File: config.mk
export PLATFORM = sky130hd
export DESIGN_NAME = ti_share_recombiner
export DESIGN_NICKNAME = d
export VERILOG_FILES = /design/src/rtl/ti_share_recombiner.sv
export SDC_FILE = /design/constraint.sdc
export NUM_CORES = 1
export LEC_CHECK = 0
export ABC_AREA = 1
export CORE_AREA = 2 2 50 48
export DETAILED_ROUTE_END_ITERATION = 7
export DIE_AREA = 0 0 52 50
export GPL_TIMING_DRIVEN = 0
export PLACE_DENSITY = 0.58
export SLEW_MARGIN = 30
export SYNTH_ARGS = -nofsm -noshare
export SYNTH_HDL_FRONTEND = slang
export SYNTH_SLANG_ARGS = --single-unit
File: constraint.sdc
create_clock -name clk -period 1.5 [get_ports clk]
set_input_delay 0.225 -clock clk [delete_from_list [all_inputs] [get_ports clk]]
set_output_delay 0.225 -clock clk [all_outputs]
set_load 0.005 [all_outputs]
File: src/rtl/ti_share_recombiner.sv
// Serial XOR recombiner for threshold-implementation shares: collects NSHARES beats, emits the
// unmasked word. Optional build macro TI_RECOMB_ZEROIZE_EN clears unmasked data after use.
module ti_share_recombiner #(
    parameter int unsigned NSHARES = 3,
    parameter int unsigned WIDTH   = 4,
    parameter int unsigned CW      = $clog2(NSHARES)
) (
    input  logic             clk,
    input  logic             rst_n,
    input  logic             s_valid,
    output logic             s_ready,
    input  logic [WIDTH-1:0] s_share,
    input  logic             s_last,
    output logic             m_valid,
    input  logic             m_ready,
    output logic [WIDTH-1:0] m_data,
    output logic             err,
    output logic [CW-1:0]    share_idx
);

    localparam logic [CW-1:0] LastIdx = CW'(NSHARES - 1);

    typedef enum logic [0:0] {StCollect, StHold} state_e;

    state_e           state_q;
    logic [WIDTH-1:0] acc_q;
    logic [WIDTH-1:0] m_data_q;
    logic             m_valid_q;
    logic             err_q;
    logic [CW-1:0]    share_idx_q;
    logic             at_last;

    assign at_last = (share_idx_q == LastIdx);

    always_ff @(posedge clk) begin
        if (!rst_n) begin
            state_q     <= StCollect;
            acc_q       <= '0;
            m_data_q    <= '0;
            m_valid_q   <= 1'b0;
            err_q       <= 1'b0;
            share_idx_q <= '0;
        end else begin
            err_q <= 1'b0;
            unique case (state_q)
                StCollect: begin
`ifdef TI_RECOMB_ZEROIZE_EN
                    if (share_idx_q == '0) acc_q <= '0;
`endif
                    if (s_valid) begin
                        if (at_last && s_last) begin
                            m_data_q    <= acc_q ^ s_share;
                            m_valid_q   <= 1'b1;
                            acc_q       <= '0;
                            share_idx_q <= '0;
                            state_q     <= StHold;
                        end else if (!at_last && !s_last) begin
                            acc_q       <= acc_q ^ s_share;
                            share_idx_q <= share_idx_q + CW'(1);
                        end else begin
                            // Malformed group: drop the share and restart collection.
                            err_q       <= 1'b1;
                            acc_q       <= '0;
                            share_idx_q <= '0;
                        end
                    end
                end
                StHold: begin
                    if (m_ready) begin
                        m_valid_q <= 1'b0;
                        state_q   <= StCollect;
`ifdef TI_RECOMB_ZEROIZE_EN
                        m_data_q  <= '0;
`endif
                    end
                end
                default: state_q <= StCollect;
            endcase
        end
    end

    always_comb begin
        s_ready   = (state_q == StCollect);
        m_valid   = m_valid_q;
        err       = err_q;
        share_idx = share_idx_q;
`ifdef TI_RECOMB_ZEROIZE_EN
        m_data    = m_valid_q ? m_data_q : '0;
`else
        m_data    = m_data_q;
`endif
    end

endmodule
Yosys cells after proc, flatten, opt, wreduce, memory -nomap -nowiden:

Index checks and enable logic that the tools add are counted.

* flip-flop bits (word level): 13
* bits of input ports: 9
* output and inout port bits: 9
* logic and storage cells: 36

* $add $sub $neg: 1
* bitwise logic cells: 4
* reductions and logical operators: 8
* equal/unequal tests: 4
* multiplexer cells: 13

Operators with widths (number)
* $mux 4: 2
* $mux 1: 7
* $reduce_and 3->1: 2
* $mux 2: 2
* $ne 2x2->1 const B: 2
* $pmux 1 s2: 2
* $reduce_or 4->1: 1
* $xor 4x4->4: 1
* $not 1->1: 3
* $add 2x1->2 const B: 1
* $eq 2x2->1 const B: 1
* $logic_and 1x1->1: 2
* $logic_not 1->1: 2
* $ne 2x1->1 const B: 1
* $reduce_and 2->1: 1

Depth between registers and ports, before layout:

* depth after elaboration: 5
* gate-level depth with buffers: 7
* gate-level depth less buffers: 7

Least setup slack after synthesis:

OpenSTA, ideal clock, no wires.

* kind: register -> register
* start: register share_idx_q[0] (netlist: share_idx[0])
* end: register acc_q[0]
* arrival time: 1.034 ns
* setup slack: 0.396 ns
* stages on the path, launching flop included: 8
* path buffers: 0
* setup time: 0.070 ns
* clock period less this slack: 1.104 ns
* required time: 1.430 ns
* cell sequence: dfxtp_1 inv_1 ha_1 inv_1 nand2_1 nor2_4 nand2_1 a21oi_1

* longest elaborated chain between the ends: 5
* elaborated cells between the ends (all ways): 6
* classes of those cells: 1 x eq/ne; 2 x mux; 3 x reduce/logical

Ends and longest elaborated chain
* from (decl): line 30 `logic [CW-1:0] share_idx_q;`
* from (signal assigned): line 59 `share_idx_q <= share_idx_q + CW'(1);`
* $eq 2x2->1 (*): line 33 `assign at_last = (share_idx_q == LastIdx);`
* $logic_not 1->1: line 57 `end else if (!at_last && !s_last) begin`
* $logic_and 1x1->1: line 57
* $mux 4: line 57
* $mux 4 (*): line 51 `if (at_last && s_last) begin`
* to (signal assigned): line 58 `acc_q <= acc_q ^ s_share;`
* to (decl): line 26 `logic [WIDTH-1:0] acc_q;`

Mark *: on every way between the ends. The rest lies on a longest branch, timed or not.
A chain may end at the register's enable or synchronous reset.

Worst setup path in the final report:

* start: register state_q
* end: output s_ready

* longest elaborated chain between the ends: 1

Ends and longest elaborated chain
* from (decl): line 25 `state_e state_q;`
* from (signal assigned): line 37 `state_q <= StCollect;`
* from (signal assigned): line 56 `state_q <= StHold;`
* from (signal assigned): line 71 `state_q <= StCollect;`
* $not 1->1 (no line)
* to (decl): line 11 `output logic s_ready,`

No other way between the ends.

==> flow_summary.ini <==
[logic_synthesis]
ys_seq_elements = 13
synth.distinct_cells = 12
ys_warn_count = 0
mappedNetlistArea_um2 = 594
synth_nets = 100
postSynthCellCount = 90
yosysSeqAreaShare = 0.438
syn-mean-instance-area_um2 = 6.60

[sta]
final_critical_period_ps = 1440
rsz_0062_raised_after_global_routing = false
report.final.slew_viol_count = 0
worst_slew_pin_slew_ps = 272
achievable-frequency_mhz = 695
final_setup_violation_count = 0
timing.slew.headroom = 0.819
final_min_period_over_clock_period = 0.959
final-hold-violation-count = 0
final.setup.tns_ps = 0
final.setup_skew_ps = 3.42

[clock_tree]
post_cts_buffers = 0
cts_buffers = 3
ctsLongestPathBuffers = 2
cts_repair_resize_count = 0
clock-sinks = 13
clk_lat_worst_skew_ps = 280
tritoncts = done
post_cts_hold_buffer_count = 0
clk_pin_slew_worst_paths_ps = 80
cts-htree-levels = 1
root_buffer = sky130_fd_sc_hd__clkbuf_4

[layout]
final_nets = 122
final_cells = 138
diodes = 0
areaGrowthSynthToFinish_pct = 38.7
final_core_utilization = 0.400
drive_above_1_share = 0.0631
finalInstanceArea_um2 = 825
layout.filler_cells = 224

[die]
initial_core_util = 0.288
die_area_um2 = 2600
rows = 16
chipWidth_um = 52
top_level_ports = 18
dieHeight_um = 50
core_area_um2 = 2060

[placed_design]
portBuffers = 17
gp_routability_congestion = 0.746
post_dp_cell_area_um2 = 798
detailedPlacementHpwl_um = 877
cells_after_dpl = 134

[routing]
avgViaCountPerCell = 4.17
drt.antenna.violating_nets = 0
drc_errors = 0
drt-pass1-iter-count = 4
detail_route.iter0.violations = 15
route.vias.total = 576
routedWlPerCell_um = 9.28
wirelength_mm = 1.28

[critical_path]
critical_path.reg2reg.endpoint = acc_q[2]$_SDFFE_PN0P_
critical-path-slowest-cell = sky130_fd_sc_hd__clkdlybuf4s50_1
reg2reg_slack_ps = 280
worstPathCellList = inv_2 -> clkdlybuf4s50_1
worst-endpoint-arrival_ps = 1210
critPathCapture = s_ready
critical_path.startpoint_type = flip-flop
worst_path_dominant_cell_family = buffers and inverters
crit_path_max_incr_delay_ps = 510
buffers_and_inverters_on_the_worst_path = 2
r2r_start = share_idx[0]$_SDFFE_PN0P_
critical_path_peak_fanout = 4
path_depth = 2
crit_type = reg2out
worst_r2r_path_depth = 7
endpoint_kind = output pin
required_ps = 1270
startpoint_of_the_most_critical_setup_path = state_q$_SDFF_PN0_

[hold_path]
worst_hold_path_type = reg2reg
holdCritStartpoint = m_valid$_SDFFE_PN0P_

[global_routing]
grt_antenna_before_repair = 0
grt_pass1_wl_mm = 2.18
grt_remaining_overflow = 0
grt_pass1_vias = 526
grt_use_total = 0.115
largest_net_degree_at_the_start_of_global_routing = 11

[power]
netSwitchingFraction = 0.256
internal-power_uw = 502
share_clk_of_total_power = 0.335
design_power_total_uw = 675
logic_gate_share_of_total_power = 0.130
powerDensity_nw_per_um2 = 818
cellLeakagePower_nw = 0.389
vdd_ir_drop_max_v = 0.000284
switchingPower_uw = 173
share_seq_of_total_power = 0.535

[flow_run]
timing.max_cap.violations = 0

[run_status]
run_status = finished clean
tightest hold or removal path: stages (launching register included):
cell	delay, ps
sky130_fd_sc_hd__dfxtp_1	320
sky130_fd_sc_hd__o21ai_0	60
sky130_fd_sc_hd__a21oi_1	60
power groups by stage:
stage / registers [mW] / logic, mW / clock network (mW)
after detailed placement: 0.369 / 0.0874 / 0
final: 0.361 / 0.0877 / 0.226
after floorplan: 0.369 / 0.0415 / 0
after CTS: 0.361 / 0.0884 / 0.234
after global routing: 0.362 / 0.0990 / 0.255
after global placement: 0.369 / 0.0861 / 0
cell families (layout without fill, tap and decap cells):
logic type,Yosys count,count (layout),share of synthesized area
AO/OA/AOI/OAI,9,9,0.0758
flip-flops,13,13,0.438
buffers and inverters,19,40,0.120
AND/OR/NAND/NOR,48,48,0.345
adder cells (fa/ha/maj),1,1,0.0210
routing by layer:
layer	up-vias	routed length (µm)	GRT usage
met2	16	519	0.181
met5	-	0	0
met3	5	80	0.0212
li1	307	-	-
met1	248	635	0.138
met4	0	45	0.0789
state kept, by name (all words and copies together), names as in the netlist:
| name | cells |
|---|---|
| m_valid | 1 |
| acc_q | 4 |
| share_idx | 2 |
| state_q | 1 |
| err | 1 |
| m_data | 4 |
worst min-delay path by stage:
stage | to | slack (ps) | depth (start not counted)
6_report | m_valid$_SDFFE_PN0P_ | 480 | 2
5_1_grt | acc_q[2]$_SDFFE_PN0P_ | 500 | 2
4_1_cts | state_q$_SDFF_PN0_ | 480 | 2
3_5_place_dp | state_q$_SDFF_PN0_ | 470 | 2
3_3_place_gp | m_valid$_SDFFE_PN0P_ | 460 | 2
2_1_floorplan | m_data[0]$_SDFFE_PN0P_ | 350 | 2
layout by cell type, fill, tap and decap left out, types with 2 or more instances in the layout:
| cell type | synthesis | final |
|---|---|---|
| sky130_fd_sc_hd__nand2_1 | 34 | 34 |
| sky130_fd_sc_hd__inv_1 | 18 | 18 |
| sky130_fd_sc_hd__clkdlybuf4s50_1 | 0 | 17 |
| sky130_fd_sc_hd__dfxtp_1 | 13 | 13 |
| sky130_fd_sc_hd__nor2_1 | 10 | 10 |
| sky130_fd_sc_hd__a21oi_1 | 7 | 7 |
| sky130_fd_sc_hd__clkbuf_4 | 0 | 3 |
| sky130_fd_sc_hd__o21ai_0 | 2 | 2 |
through the flow:
stage,hold slack (ps),worst slack [ps]
after floorplan,345,396
after global placement,462,92.2
after detailed placement,469,84.2
after CTS,482,56.6
after global routing,501,0.0934
final,480,62.2
Yosys cell counts:
library cell              instances  area share
sky130_fd_sc_hd__dfxtp_1         13        0.44
sky130_fd_sc_hd__ha_1             1       0.021
sky130_fd_sc_hd__inv_1           18        0.11
sky130_fd_sc_hd__nor2_4           1       0.019
sky130_fd_sc_hd__nand4_2          1       0.021
sky130_fd_sc_hd__o21ai_0          2       0.017
sky130_fd_sc_hd__a21oi_1          7       0.059
sky130_fd_sc_hd__nand2_4          1       0.019
sky130_fd_sc_hd__nor3_1           1      0.0084
sky130_fd_sc_hd__nor2_1          10       0.063
sky130_fd_sc_hd__nand2_1         34        0.21
sky130_fd_sc_hd__inv_2            1      0.0063
area by class of cell:
type,instances,area (µm²),area share
Timing Repair Buffer,17,170,0.206
Multi-Input combinational cell,58,263,0.319
Sequential cell,13,260,0.316
Inverter,19,71.3,0.0865
Clock buffer,4,26.3,0.0319
Tap cell,27,33.8,0.0410
Power figures use the tool's default switching activity.
